$ cat src/rtl/sccb_arbiter.sv
// Arbitrates two SCCB write requesters (init table, runtime config) onto one sccb_sender,
// with a post-reset boot delay, round-robin grant, inter-write gap and a stuck-sender timeout.
module sccb_arbiter #(
  parameter int unsigned BOOT_DELAY = 1000,
  parameter int unsigned GAP_CYCLES = 16,
  parameter int unsigned TIMEOUT    = 65535
) (
  input  logic        clk,
  input  logic        rst,
  input  logic        init_req,
  input  logic [15:0] init_data,
  input  logic        init_done,
  output logic        init_ack,
  input  logic        user_req,
  input  logic [15:0] user_data,
  output logic        user_ack,
  output logic [15:0] data_send,
  output logic        reg_ok,
  input  logic        sccb_ok,
  output logic        busy,
  output logic        timeout_err
);

  localparam int unsigned MAX_BG = (BOOT_DELAY > GAP_CYCLES) ? BOOT_DELAY : GAP_CYCLES;
  localparam int unsigned MAX_P  = (MAX_BG > TIMEOUT) ? MAX_BG : TIMEOUT;
  localparam int          CW     = (MAX_P < 1) ? 1 : $clog2(MAX_P + 1);

  typedef enum logic [1:0] {
    ST_BOOT = 2'd0,
    ST_IDLE = 2'd1,
    ST_WAIT = 2'd2,
    ST_GAP  = 2'd3
  } state_t;

  // Handshake: reg_ok is a level that stays high for the whole WAIT state; the sender
  // answers with a single-cycle sccb_ok; the granted requester then sees a one-cycle ack.
  state_t        state, state_n;
  logic [CW-1:0] cnt, cnt_n;
  logic          last_user, last_user_n;   // 1 = user was granted most recently
  logic          owner_user, owner_user_n; // requester owning the outstanding write
  logic [15:0]   data_n;
  logic          reg_ok_n, init_ack_n, user_ack_n, timeout_err_n;

  logic [31:0]   cnt_inc;
  logic          init_elig, user_elig, grant_init, grant_user;

  assign busy = (state != ST_IDLE);

  always_ff @(posedge clk or posedge rst) begin
    if (rst) begin
      state       <= ST_BOOT;
      cnt         <= '0;
      last_user   <= 1'b1;
      owner_user  <= 1'b0;
      data_send   <= 16'h0000;
      reg_ok      <= 1'b0;
      init_ack    <= 1'b0;
      user_ack    <= 1'b0;
      timeout_err <= 1'b0;
    end else begin
      state       <= state_n;
      cnt         <= cnt_n;
      last_user   <= last_user_n;
      owner_user  <= owner_user_n;
      data_send   <= data_n;
      reg_ok      <= reg_ok_n;
      init_ack    <= init_ack_n;
      user_ack    <= user_ack_n;
      timeout_err <= timeout_err_n;
    end
  end

  // A requester whose ack is high this cycle has not yet had a chance to drop req,
  // so it is masked to avoid re-granting the write just completed (matters when GAP_CYCLES==0).
  always_comb begin
    cnt_inc    = 32'(cnt) + 32'd1;
    init_elig  = init_req && !init_ack;
    user_elig  = user_req && init_done && !user_ack;
    grant_init = init_elig && (!user_elig || last_user);
    grant_user = user_elig && (!init_elig || !last_user);
  end

  always_comb begin
    state_n       = state;
    cnt_n         = cnt;
    last_user_n   = last_user;
    owner_user_n  = owner_user;
    data_n        = data_send;
    reg_ok_n      = reg_ok;
    init_ack_n    = 1'b0;
    user_ack_n    = 1'b0;
    timeout_err_n = timeout_err;

    case (state)
      ST_BOOT: begin
        if (cnt_inc >= BOOT_DELAY) begin
          state_n = ST_IDLE;
          cnt_n   = '0;
        end else begin
          cnt_n = cnt + CW'(1);
        end
      end

      ST_IDLE: begin
        cnt_n = '0;
        if (grant_init || grant_user) begin
          state_n      = ST_WAIT;
          reg_ok_n     = 1'b1;
          owner_user_n = grant_user;
          last_user_n  = grant_user;
          data_n       = grant_user ? user_data : init_data;
        end
      end

      ST_WAIT: begin
        if (sccb_ok || (cnt_inc >= TIMEOUT)) begin
          reg_ok_n   = 1'b0;
          init_ack_n = !owner_user;
          user_ack_n = owner_user;
          if (!sccb_ok) timeout_err_n = 1'b1;
          cnt_n   = '0;
          state_n = (GAP_CYCLES == 0) ? ST_IDLE : ST_GAP;
        end else begin
          cnt_n = cnt + CW'(1);
        end
      end

      ST_GAP: begin
        if (cnt_inc >= GAP_CYCLES) begin
          state_n = ST_IDLE;
          cnt_n   = '0;
        end else begin
          cnt_n = cnt + CW'(1);
        end
      end

      default: begin
        state_n = ST_BOOT;
        cnt_n   = '0;
      end
    endcase
  end

endmodule
$ cat config.mk
export PLATFORM = sky130hd
export DESIGN_NAME = sccb_arbiter
export DESIGN_NICKNAME = d
export VERILOG_FILES = /design/src/rtl/sccb_arbiter.sv
export SDC_FILE = /design/constraint.sdc
export NUM_CORES = 1
export LEC_CHECK = 0
export BUFFER_PORTS_ARGS = -buffer_cell sky130_fd_sc_hd__buf_2
export CORE_MARGIN = 2
export CORE_UTILIZATION = 27
export CTS_BUF_LIST = sky130_fd_sc_hd__clkbuf_2 sky130_fd_sc_hd__clkbuf_4 sky130_fd_sc_hd__clkbuf_8
export DETAILED_ROUTE_END_ITERATION = 12
export SKIP_LAST_GASP = 1
export SLEW_MARGIN = 25
export SYNTH_ARGS = -nofsm -noshare
export SYNTH_HDL_FRONTEND = slang
export SYNTH_SLANG_ARGS = --single-unit
$ cat constraint.sdc
create_clock -name clk -period 4.4 [get_ports clk]
set_input_delay 0.44 -clock clk [delete_from_list [all_inputs] [get_ports clk]]
set_output_delay 0.44 -clock clk [all_outputs]
set_load 0.01 [all_outputs]
==> results.json, run 1 <==
{
  "dpl.cell_count": 393,
  "vias": 1874,
  "synthTopCellsByCount": "39 x dfrtp_1, 30 x nand2_1, 22 x nor2_1, 21 x o21ai_0, 19 x mux2i_1",
  "fp.dieH_um": 95.9,
  "cts.path.max_buffers": 2,
  "hold_viol": 0,
  "synth_area_leaders": "dfrtp_1 43%, mux2i_1 8.3%, nand2_1 4.9%",
  "async_flop_share_pct": 100,
  "synth_nets": 288,
  "fp.coreArea_mm2": 0.00822,
  "synth_flop_cell": "dfrtp_1",
  "grt_max_degree": 41,
  "status": "finished clean",
  "synth.most_common_cell": "dfrtp_1",
  "powerDensity_mw_per_mm2": 459,
  "nNetsFinal": 342,
  "ctsResizeCount": 0,
  "synth_top_cell_by_area": "dfrtp_1",
  "antenna_found_initial": 0,
  "power_frac_clock_pct": 19.5,
  "end_kind": "register",
  "synth_top_cell_area_share_pct": 42.8,
  "grt_overflow": 0,
  "grt_pass1_wl_mm": 8.56,
  "worstHoldPathType": "in2async",
  "io_buffer_count": 58,
  "worstPathArrival_ps": 3240,
  "wl_met3_um": 443,
  "drtAntennaViolNets": 0,
  "routed.top_layer": "met4",
  "setup_tns_ps": 0,
  "switching_share_pct": 38.5,
  "cts_root_buffer": "clkbuf_8",
  "wl_met1_mm": 2.25,
  "holdBufCountCts": 0,
  "routedWlPerCell_um": 12.4,
  "n_antenna_cell": 0,
  "via_per_inst": 4.66,
  "synth_edf_count": 0,
  "fin_cells": 402,
  "netSwitchingPower_mw": 0.489,
  "post-cts-setup-buffer-count": 0,
  "worst-setup-path-type": "reg2reg",
  "wl_met2_mm": 2.18,
  "cts.sinks": 40,
  "htreeDepth": 2,
  "synth_seq_area_share_pct": 44.0,
  "ys.warnings.count": 0,
  "yosysUniqueCellTypes": 43,
  "avgSynthCellArea_um2": 9.42,
  "worst_ir_drop_vdd_uv": 211,
  "ys_ff_latch": 40,
  "routed_wl_mm": 4.98,
  "slew-limit-headroom_pct": 61.2,
  "grt_pass1_vias": 1873,
  "cts_buffers": 5,
  "post-route-util_pct": 33.7,
  "clkSlewWorstSetupHoldPaths_ps": 90,
  "row_count": 33,
  "rsz0062_at_grt": "false",
  "intPower_mw": 0.781,
  "cts_tree": "done",
  "slew_violations": 0,
  "synth_cells": 242,
  "crit_required_ps": 4590,
  "fmax_ghz": 0.328,
  "syn_to_final_growth_pct": 21.4,
  "worstMarginPinSlew_ps": 580,
  "clock_skew_ps": 9.45,
  "netlist_area_mm2": 0.00228,
  "io_pins": 59,
  "cp-start-kind": "register",
  "drv_cap": 0,
  "grt_usage_pct": 12.0,
  "insertion_delay_ps": 300,
  "drive_gt1_share_pct": 26.6,
  "combPwrFrac_pct": 37.8,
  "die_area_mm2": 0.00919,
  "routabilityCongestion": 0.898,
  "setup-violations-final": 0,
  "critPathMaxFanout": 12,
  "drc_errors": 0,
  "drt-pass1-iter-count": 4,
  "fp.dieW_um": 95.9,
  "drt_iter0_markers": 86,
  "power_frac_seq_pct": 42.7,
  "post-route-period-util_pct": 69.4,
  "timing.final.crit_period_ps": 3050,
  "leakagePower_nw": 1.39,
  "dp_hpwl_mm": 3.70,
  "fillers": 818,
  "start_util_pct": 27.7
}
-- final timing paths --
path                                 to  slack [ps]         start  cells past startpoint
setup / recovery               state[1]        1350        cnt[2]                      7
hold / removal                 user_ack         250           rst                      3
setup reg to reg               state[1]        1350        cnt[2]                      7
hold reg to reg                init_ack         450    owner_user                      1
max in group asynchronous       cnt[10]        3770           rst                      3
min in group clk           data_send[6]         420  user_data[6]                      3
-- cells in the final DEF, fill, tap and decap left out, types with 3 or more instances in the layout --
| cell | instances |
|---|---|
| buf_2 | 58 |
| a21oi_1 | 4 |
| and2_1 | 3 |
| nor2_1 | 22 |
| xor2_1 | 9 |
| o21ai_0 | 21 |
| xnor2_1 | 6 |
| nor4_1 | 3 |
| nand3_1 | 8 |
| mux2i_1 | 19 |
| ha_1 | 8 |
| nor3_1 | 3 |
| nand4_1 | 6 |
| dfrtp_1 | 39 |
| clkbuf_8 | 5 |
| inv_1 | 11 |
| nand2_1 | 30 |
-- per-layer routing --
metal  GRT usage, %  up-vias
li1               -      944
met3           4.39       11
met5              0        -
met2           19.2       83
met1           14.5      836
met4           5.36        0
-- state kept, by name, indices dropped and copies added, names as in the netlist --
signal,cells
owner_user,1
init_ack,1
data_send,16
reg_ok,1
cnt,16
timeout_err,1
last_user,1
state,2
user_ack,1
-- worst max-delay path, stage by stage (launching register included) --
cell and delay (ps):
dfrtp_1 460, nand4_2 330, or4_1 610, a311o_1 410, o41ai_4 440, o21ai_2 110
a211o_1 270, mux2_1 310
-- logic make-up (layout without fill, tap and decap cells) --
kind of cell	Yosys count	after routing	share of synthesized area (%)
adder cells (fa/ha/maj)	8	8	4.39
AND/OR/NAND/NOR	92	92	20.3
flip-flops	40	40	44.0
multiplexers	20	20	8.84
AO/OA/AOI/OAI	42	42	12.5
XOR/XNOR	15	15	5.76
buffers and inverters	25	80	4.28
-- power groups by stage --
stage	Combinational [mW]	Sequential (mW)	Clock [mW]
floorplan	0.277	0.577	0
detailed placement	0.489	0.546	0
global placement	0.481	0.547	0
CTS	0.487	0.543	0.260
global route	0.548	0.559	0.275
finish	0.480	0.542	0.248
-- metrics by stage --
stage	total power [mW]	cell area (um2)	hold slack [ps]	setup slack [ps]
global placement	1.03	2660	444	1450
CTS	1.29	2760	262	1370
floorplan	0.854	2280	425	1510
detailed placement	1.04	2660	443	1370
global route	1.38	2770	332	1140
finish	1.27	2770	247	1350
-- cell type report --
class / instances / area [um2] / area share [%]
Clock buffer: 5 / 68.8 / 2.49
Clock inverter: 3 / 23.8 / 0.859
Inverter: 11 / 41.3 / 1.49
Multi-Input combinational cell: 177 / 1180 / 42.7
Sequential cell: 40 / 1000 / 36.2
Tap cell: 105 / 131 / 4.75
Timing Repair Buffer: 61 / 317 / 11.4
(Power assumes the default switching activity.)
==> inputs of run 2 (changes only) <==
--- a/config.mk
+++ b/config.mk
@@ -5,6 +5,7 @@
 export SDC_FILE = /design/constraint.sdc
 export NUM_CORES = 1
 export LEC_CHECK = 0
+export ABC_AREA = 1
 export BUFFER_PORTS_ARGS = -buffer_cell sky130_fd_sc_hd__buf_2
 export CORE_MARGIN = 2
 export CORE_UTILIZATION = 27
==> constraint.sdc (replaced) <==
create_clock -name clk -period 2.5 [get_ports clk]
set_input_delay 0.25 -clock clk [delete_from_list [all_inputs] [get_ports clk]]
set_output_delay 0.25 -clock clk [all_outputs]
set_load 0.01 [all_outputs]
==> results.json, run 2 <==
{
  "top_usage_layer": "met2",
  "avgSynthCellArea_um2": 7.25,
  "n_antenna_cell": 0,
  "die_area_mm2": 0.00990,
  "ys.warnings.count": 0,
  "fp.coreArea_mm2": 0.00881,
  "synth_cells": 340,
  "cp-start-kind": "register",
  "worstHoldPathType": "in2async",
  "synth_edf_count": 0,
  "io_buffer_count": 58,
  "final_common_cell": "nand2_1",
  "rsz0062_at_grt": "false",
  "synth_area_leaders": "dfrtp_1 40%, nand2_1 18%, nor2_1 7.3%",
  "detailed_place.area_mm2": 0.00287,
  "end_kind": "register",
  "routedWlPerCell_um": 11.0,
  "io_pins": 59,
  "post-cts-setup-buffer-count": 0,
  "power_frac_clock_pct": 37.5,
  "async_flop_share_pct": 100,
  "drtAntennaViolNets": 0,
  "setup_tns_ps": 0,
  "start_util_pct": 28.0,
  "crit_required_ps": 2680,
  "grt.met1_usage_pct": 16.1,
  "fp.dieW_um": 99.5,
  "switching_share_pct": 22.8,
  "fmax_ghz": 0.452,
  "insertion_delay_ps": 290,
  "ctsResizeCount": 0,
  "synth_seq_area_share_pct": 40.7,
  "timing.final.crit_period_ps": 2210,
  "synth_flop_cell": "dfrtp_1",
  "worst-setup-path-type": "reg2reg",
  "drv_cap": 0,
  "htreeDepth": 2,
  "routabilityCongestion": 0.900,
  "yosysUniqueCellTypes": 29,
  "nNetsFinal": 447,
  "routed_wl_mm": 5.59,
  "combPwrFrac_pct": 8.4,
  "drt-pass1-iter-count": 4,
  "dp_hpwl_mm": 4.44,
  "netlist_area_mm2": 0.00246,
  "critPathMaxFanout": 14,
  "p_total_mw": 1.24,
  "hold_viol": 0,
  "synth_top_cell_by_area": "dfrtp_1",
  "netSwitchingPower_mw": 0.283,
  "worstMarginPinSlew_ps": 511,
  "holdBufCountCts": 0,
  "clock_skew_ps": 7.19,
  "slew-limit-headroom_pct": 65.9,
  "clkSlewWorstSetupHoldPaths_ps": 80,
  "grt_usage_pct": 12.7,
  "powerDensity_mw_per_mm2": 417,
  "synth_top_cell_area_share_pct": 39.6,
  "post-route-util_pct": 33.7,
  "worst_ir_drop_vdd_uv": 231,
  "fin_area_mm2": 0.00297,
  "row_count": 34,
  "drt_iter0_markers": 83,
  "antenna_found_initial": 0,
  "drc_errors": 0,
  "final_cell_mix": "116 x nand2_1, 58 x buf_2, 47 x nor2_1",
  "via_per_inst": 4.48,
  "grt_max_degree": 41,
  "setup-violations-final": 0,
  "cts_buffers": 5,
  "vias": 2286,
  "synth.most_common_cell": "nand2_1",
  "status": "finished clean",
  "slew_violations": 0,
  "synth_nets": 386,
  "drive_gt1_share_pct": 25.4,
  "cts.path.max_buffers": 2,
  "grt_pass1_vias": 2357,
  "met3_usage_pct": 3.30,
  "reg_top3": "cnt x16, data_send x16, state x2",
  "cts_tree": "done",
  "cts_root_buffer": "clkbuf_8",
  "post-route-period-util_pct": 88.5,
  "grt_overflow": 0,
  "leakagePower_nw": 1.60,
  "fp.dieH_um": 99.5,
  "rrSetupSlack_ps": 290,
  "power_frac_seq_pct": 54.1,
  "syn_to_final_growth_pct": 20.6,
  "met2_usage_pct": 21.5,
  "worstPathArrival_ps": 2390,
  "cts.sinks": 40,
  "grt_pass1_wl_mm": 10.4,
  "ys_ff_latch": 40,
  "intPower_mw": 0.956,
  "fillers": 963,
  "synthTopCellsByCount": "116 x nand2_1, 48 x nor2_1, 39 x dfrtp_1, 35 x inv_1, 18 x nand3_1"
}
## run 2: final timing paths
| check | endpoint | start | depth (start not counted) |
|---|---|---|---|
| max | cnt[12] | cnt[0] | 14 |
| min reg2reg | init_ack | owner_user | 1 |
| min | data_send[14] | rst | 3 |
| min in group clk | data_send[5] | user_data[5] | 3 |
| max in group asynchronous | last_user | rst | 3 |
| max reg2reg | cnt[12] | cnt[0] | 14 |
## run 2: cell families after synthesis
group / count (synthesis) / synth area share, %
fa+ha+maj: 8 / 4.06
compound gates: 22 / 5.38
flops: 40 / 40.7
xor+xnor: 1 / 0.356
buf+inv: 44 / 7.47
simple gates: 225 / 42.1
## run 2: metrics by stage
stage               worst slack, ps  hold WS (ps)  std cells
global placement                319           405        502
floorplan                       572           403        340
global route                   28.8           126        510
detailed placement              219           416        502
CTS                             205          97.6        510
finish                          288          76.0        510
## run 2: worst max-delay path, cell delays in order (launching register included)
cell and delay (ps):
dfrtp_1 430, inv_2 100, ha_1 330, nor2_1 120, nor2_1 50, nor2_1 120
nand2_1 70, nor2_1 90, nand2_1 70, nor2_1 140, nand3_2 120, nand3_4 110
nand3_2 90, nand2_4 200, nor2_1 70
## run 2: final cells by class
type,count,area [um2],area share [%]
well taps,108,135,4.55
repair buffers,61,313,10.5
inverters,37,139,4.67
clock buffers,8,97.6,3.28
flip-flops and latches,40,1000,33.7
multi-input cells,256,1280,43.2
## run 2: metal layers
metal | vias to the layer above | part of all wire [%] | routed length (um)
met2 | 76 | 45 | 2500
met1 | 1007 | 46 | 2580
met3 | 10 | 7.8 | 435
met5 | - | 0 | 0
li1 | 1193 | - | -
met4 | 0 | 1.4 | 80
## run 2: power by group through the flow
stage,clock network (mW),logic [mW],registers (mW)
after floorplan,0,0.0431,0.690
after global routing,0.510,0.121,0.673
after detailed placement,0,0.108,0.683
after CTS,0.481,0.107,0.671
after global placement,0,0.106,0.684
final,0.465,0.104,0.671
